## src/rtl/uart_slot_pkg.sv

```systemverilog
// Shared definitions for the UART slot initiator: slot register map,
// status word bit positions and the engine state encoding.
package uart_slot_pkg;

  localparam logic [4:0] UART_REG_STATUS = 5'd0;
  localparam logic [4:0] UART_REG_DVSR   = 5'd1;
  localparam logic [4:0] UART_REG_TXDATA = 5'd2;
  localparam logic [4:0] UART_REG_RXPOP  = 5'd3;

  localparam int TXFULL_BIT  = 9;
  localparam int RXEMPTY_BIT = 8;

  typedef enum logic [2:0] {
    ST_IDLE,
    ST_CFG,
    ST_POLL,
    ST_ARB,
    ST_TX_WR,
    ST_RX_POP
  } state_t;

endpackage

```

## src/rtl/uart_slot_initiator.sv

```systemverilog
// Bus initiator for the UART slot: programs the baud divisor, polls the
// status word and moves bytes between the TX/RX streams and the UART FIFOs.
// Optional TX stall timeout with sticky err output: define UART_INIT_TIMEOUT_EN.
module uart_slot_initiator
  import uart_slot_pkg::*;
#(
  parameter int DVSR_W       = 14,
  parameter int DEFAULT_DVSR = 650,
  parameter int TIMEOUT_CYC  = 65535
) (
  input  logic              clk,
  input  logic              reset,
  input  logic              en,
  input  logic [DVSR_W-1:0] cfg_dvsr,
  input  logic              cfg_load,
  input  logic [7:0]        s_tx_data,
  input  logic              s_tx_valid,
  output logic              s_tx_ready,
  output logic [7:0]        m_rx_data,
  output logic              m_rx_valid,
  input  logic              m_rx_ready,
  output logic              cs,
  output logic              read,
  output logic              write,
  output logic [4:0]        addr,
  output logic [31:0]       wr_data,
  input  logic [31:0]       rd_data,
`ifdef UART_INIT_TIMEOUT_EN
  output logic              err,
`endif
  output logic              busy
);

  state_t            state;
  state_t            nxt;
  logic [DVSR_W-1:0] dvsr_reg;
  logic              cfg_pend;
  logic [7:0]        tx_hold;
  logic              tx_hold_v;
  logic              st_txf;
  logic              st_rxe;
  logic [7:0]        st_byte;
  logic              rx_turn;   // 0 gives TX the first tie after reset
  logic              rx_elig;
  logic              tx_elig;
  logic              unused_rd_bits;

`ifdef UART_INIT_TIMEOUT_EN
  localparam int CNT_W = $clog2(TIMEOUT_CYC + 1);
  logic [CNT_W-1:0] stall_cnt;
`endif

  // Upper status bits carry nothing this engine needs.
  assign unused_rd_bits = ^rd_data[31:10];

  assign s_tx_ready = en & ~tx_hold_v;
  assign busy       = (state != ST_IDLE);
  assign rx_elig    = ~st_rxe & ~m_rx_valid;
  assign tx_elig    = tx_hold_v & ~st_txf;

  // Next-state selection, including the ARB priority and the RX/TX tie-break.
  always_comb begin
    nxt = state;
    case (state)
      ST_IDLE:   if (en) nxt = cfg_pend ? ST_CFG : ST_ARB;
      ST_CFG:    nxt = ST_POLL;
      ST_POLL:   nxt = ST_ARB;
      ST_TX_WR:  nxt = ST_POLL;
      ST_RX_POP: nxt = ST_POLL;
      ST_ARB: begin
        if (!en)                  nxt = ST_IDLE;
        else if (cfg_pend)        nxt = ST_CFG;
        else if (rx_elig && tx_elig) nxt = rx_turn ? ST_RX_POP : ST_TX_WR;
        else if (tx_elig)         nxt = ST_TX_WR;
        else if (rx_elig)         nxt = ST_RX_POP;
        else                      nxt = ST_POLL;
      end
      default:   nxt = ST_IDLE;
    endcase
  end

  // Engine state, registered bus outputs and the stream/status datapath.
  always_ff @(posedge clk or negedge reset) begin
    if (!reset) begin
      state      <= ST_IDLE;
      cs         <= 1'b0;
      read       <= 1'b0;
      write      <= 1'b0;
      addr       <= '0;
      wr_data    <= '0;
      m_rx_data  <= '0;
      m_rx_valid <= 1'b0;
      dvsr_reg   <= DVSR_W'(DEFAULT_DVSR);
      cfg_pend   <= 1'b1;
      tx_hold    <= '0;
      tx_hold_v  <= 1'b0;
      st_txf     <= 1'b1;
      st_rxe     <= 1'b1;
      st_byte    <= '0;
      rx_turn    <= 1'b0;
`ifdef UART_INIT_TIMEOUT_EN
      err        <= 1'b0;
      stall_cnt  <= '0;
`endif
    end else begin
      state <= nxt;

      // Bus cycle for the state being entered; one cycle per access.
      cs      <= 1'b0;
      read    <= 1'b0;
      write   <= 1'b0;
      addr    <= '0;
      wr_data <= '0;
      case (nxt)
        ST_CFG: begin
          cs      <= 1'b1;
          write   <= 1'b1;
          addr    <= UART_REG_DVSR;
          wr_data <= {{(32-DVSR_W){1'b0}}, dvsr_reg};
        end
        ST_POLL: begin
          cs   <= 1'b1;
          read <= 1'b1;
          addr <= UART_REG_STATUS;
        end
        ST_TX_WR: begin
          cs      <= 1'b1;
          write   <= 1'b1;
          addr    <= UART_REG_TXDATA;
          wr_data <= {24'b0, tx_hold};
        end
        ST_RX_POP: begin
          cs    <= 1'b1;
          write <= 1'b1;
          addr  <= UART_REG_RXPOP;
        end
        default: ;
      endcase

      if (m_rx_valid && m_rx_ready) m_rx_valid <= 1'b0;

      if (s_tx_valid && s_tx_ready) begin
        tx_hold   <= s_tx_data;
        tx_hold_v <= 1'b1;
      end

      // Effects of the access that completes at this edge.
      case (state)
        ST_CFG: cfg_pend <= 1'b0;
        ST_POLL: begin
          st_txf  <= rd_data[TXFULL_BIT];
          st_rxe  <= rd_data[RXEMPTY_BIT];
          st_byte <= rd_data[7:0];
        end
        ST_TX_WR: begin
          tx_hold_v <= 1'b0;
          rx_turn   <= 1'b1;
`ifdef UART_INIT_TIMEOUT_EN
          stall_cnt <= '0;
`endif
        end
        ST_RX_POP: begin
          m_rx_data  <= st_byte;
          m_rx_valid <= 1'b1;
          rx_turn    <= 1'b0;
        end
`ifdef UART_INIT_TIMEOUT_EN
        ST_ARB: begin
          if (tx_hold_v && st_txf) begin
            if (stall_cnt == CNT_W'(TIMEOUT_CYC - 1)) begin
              err       <= 1'b1;
              tx_hold_v <= 1'b0;
              stall_cnt <= '0;
            end else begin
              stall_cnt <= stall_cnt + 1'b1;
            end
          end
        end
`endif
        default: ;
      endcase

      // A late reprogram request wins over the clear of an in-flight CFG.
      if (cfg_load) begin
        dvsr_reg <= cfg_dvsr;
        cfg_pend <= 1'b1;
      end
    end
  end

endmodule

```

## config.mk

```make
export PLATFORM = sky130hd
export DESIGN_NAME = uart_slot_initiator
export DESIGN_NICKNAME = d
export VERILOG_FILES = /design/src/rtl/uart_slot_pkg.sv /design/src/rtl/uart_slot_initiator.sv
export SDC_FILE = /design/constraint.sdc
export NUM_CORES = 1
export LEC_CHECK = 0
export CAP_MARGIN = 20
export CORE_AREA = 2 2 81 83
export CTS_CLUSTER_DIAMETER = 150
export DETAILED_ROUTE_END_ITERATION = 12
export DIE_AREA = 0 0 83 85
export PLACE_DENSITY = 0.87
export RECOVER_POWER = 100
export SETUP_SLACK_MARGIN = 0.02
export SLEW_MARGIN = 5
export SYNTH_ARGS = -nofsm -noshare
export SYNTH_HDL_FRONTEND = slang
export SYNTH_SLANG_ARGS = --single-unit
```

## constraint.sdc

```tcl
create_clock -name clk -period 2.38 [get_ports clk]
set_clock_uncertainty 0.2 [all_clocks]
set_input_delay 0.238 -clock clk [delete_from_list [all_inputs] [get_ports clk]]
set_output_delay 0.238 -clock clk [all_outputs]
set_load 0.05 [all_outputs]
```

==> metrics.md <==
| Metric | Value |
|---|---|
| Post-synth EDFFs | 0 |
| Routed Antenna Nets | 0 |
| Setup crit end kind | flip-flop |
| DPL Wire Length | 3.86 mm |
| GRT Total Usage | 0.165 |
| Initial antenna violation count | 0 |
| Yosys top cell by area | dfrtp_1 |
| Final Cycle Share | 0.913 |
| Gr ovfl total | 0 |
| Remaining routing DRC violations | 0 |
| Routed WL | 5.45 mm |
| DIE HEIGHT | 85 µm |
| PwrDens | around 1300 nW/µm² |
| Total Die Area | 7060 µm² |
| Clock slew at reported path FFs | 0.07 ns |
| Pins Over Slew Limit | 0 |
| Cells after DPL | 356 |
| CTS tree | yes |
| Final Hold Viols | 0 |
| Worst path arrival time | 2.22 ns |
| Num CTS Buffers | 9 |
| DR iter-0 viols | 84 |
| Clock Path Buffers | 2 |
| Setup tns final | 0 ns |
| Number of synthesized register bits | 66 |
| Crit path launch type | flip-flop |
| Hold Path Depth | 2 |
| Cells after Synth | 215 |
| Static Leakage | roughly 1.7 nW |
| Warnings, synthesis | 0 |
| Max-cap violations | 0 |
| Place WS | 0.113 ns |
| Most frequent cell after synthesis | dfrtp_1 |
| Number of setup violations in the final report | 0 |
| Share of post-route cells with drive strength above 1 | 0.216 |
| RSZ-0062 raised after global routing | false |
| Initial Util | 0.459 |
| FMAX | ~460 MHz |
| PnR worst setup slack | 0.207 ns |
| Pin count of the biggest net entering global routing | 67 |
| Core area | roughly 6200 µm² |
| PortBufs | 67 |
| Clk_lat worst skew | 0.33 ns |
| CTS H-tree depth | 3 |
| First-pass GRT wire length | between 8 and 9 mm |
| CTS Root Cell | clkbuf_8 |
| Post-route total power | just under 5 mW |
| Mapped cell area | about 2800 µm² |
| DP Area | around 3500 µm² |
| Post-synth top area share | 0.519 |
| Most frequent cells after synthesis | dfrtp_1, mux2_2, buf_4, nand2_1, nand3_1 |
| Synth cell types | 35 |
| Area growth syn-to-layout | 30.7% |
| CP peak stage delay | 0.73 ns |
| HP Class | primary input to flip-flop |
| Synthesized area per cell | 13.2 µm² |
| First-pass DRT Iterations | 4 |
| Average routed wire per standard cell | 14.6 µm |
| Design Area, Final | ~3700 µm² |
| Crit path time final | approximately 2.2 ns |
| Total Nets Final | 351 |
| Post-synth top flop | dfrtp_1 |
| Placer Congestion | 0.782 |
| Hold WS | about 0.26 ns |
| Post-synthesis async set-or-reset flop share | 1.00 |
| Number of global-route vias before repair | 1893 |
| Worst-path cell chain | nor2b_1 -> nor3b_2 -> nand2_1 -> mux2i_1 |
| Top cells by area, synth | dfrtp_1, mux2_2, buf_4 |
| FP Rows | 29 |
| ANT cells | 0 |
| Detailed-route via count | between 1500 and 2000 |
| Final core utilization | 0.600 |
| Post-CTS setup buffers | 0 |
| Die Wd | 83 µm |
| Vias per cell | 4.91 |
| Slew HR | 0.0715 |
| Sink Count | between 60 and 70 |
| Worst-Margin Slew | 1.39 ns |
| Depth of the most critical reg-to-reg path | 4 |
| Peak supply drop | 0.715 mV |
| Status | complete, no violations |
| Crit-path max FO | 14 |
| Setup CP Type | flip-flop to flip-flop |
| Slowest cell on the critical path | nor3b_2 |
| I/O Pins | 111 |
| Finished Layout Cells | 373 |
| Post-synthesis sequential area ratio | 0.583 |
| Required @ worst endpoint | 2.43 ns |
## logic make-up (layout without fill, tap and decap cells)
group / Yosys count / in the layout / synth area share
AO/OA/AOI/OAI: 17 / 17 / 0.0444
XOR/XNOR: 1 / 1 / 0.00308
buffers and inverters: 34 / 95 / 0.0862
flip-flops: 66 / 66 / 0.583
multiplexers: 48 / 48 / 0.186
other: 1 / 21 / 0.00132
AND/OR/NAND/NOR: 48 / 48 / 0.0954
## final timing paths
path | slack (ns) | endpoint | start
max in group asynchronous | 0.46 | dvsr_reg[2] | reset
setup / recovery | 0.21 | wr_data[2] | cfg_pend
hold / removal | 0.26 | m_rx_valid | m_rx_ready
min in group asynchronous | 0.68 | m_rx_data[7] | reset
setup reg to reg | 0.21 | wr_data[2] | cfg_pend
hold reg to reg | 0.29 | st_byte[6] | st_byte[6]
## power by group
| part | total [mW] | leakage, nW | internal, mW | switching, mW |
|---|---|---|---|---|
| Sequential | 1.72 | 0.814 | 1.55 | 0.177 |
| Combinational | 2.22 | 0.804 | 0.788 | 1.44 |
| Clock | 1.02 | 0.109 | 0.615 | 0.402 |
## final cells by class
class                      instances  area [µm²]
inverter                           2        7.51
sequential                        66        1660
clock buffer                      11         141
fill                             500        2480
multi-input combinational        135        1020
tap                               77        96.3
timing repair buffer              77         722
clock inverter                     5        77.6
## critical path, delay by kind of cell (launching register included)
family           cells  cell delay, ns
flip-flops           1            0.67
multiplexers         1            0.18
AND/OR/NAND/NOR      3            1.05
## what timing repair did
action                                 4_1_cts  5_1_grt
resized for setup                            0        1
setup endpoints to repair                    0        1
endpoints found under the hold margin       59        0
hold buffers                                 1        0
## metal layers
layer  up-vias  wire length (µm)  GRT usage
li1        847                 -          -
met2        59              2870      0.285
met3         8               280     0.0486
met1       918              2200      0.193
met5         -                 0          0
met4         0               101     0.0671
## cell usage in the layout, fill, tap and decap left out, types with 3 or more instances in the layout
| cell type | Yosys | layout |
|---|---|---|
| nand3_1 | 9 | 9 |
| conb_1 | 1 | 21 |
| mux2i_1 | 8 | 8 |
| nand2_1 | 12 | 12 |
| dfstp_2 | 7 | 6 |
| dfrtp_1 | 59 | 59 |
| clkdlybuf4s50_1 | 0 | 34 |
| dlygate4sd3_1 | 0 | 31 |
| nor2b_1 | 5 | 5 |
| clkbuf_1 | 3 | 8 |
| a21oi_1 | 3 | 3 |
| mux2_2 | 32 | 32 |
| clkbuf_8 | 0 | 10 |
| nor2_1 | 3 | 3 |
| and3_1 | 6 | 6 |
| mux2_1 | 8 | 8 |
| o21ai_0 | 6 | 6 |
Note: power is estimated with default switching activity, not from simulation.
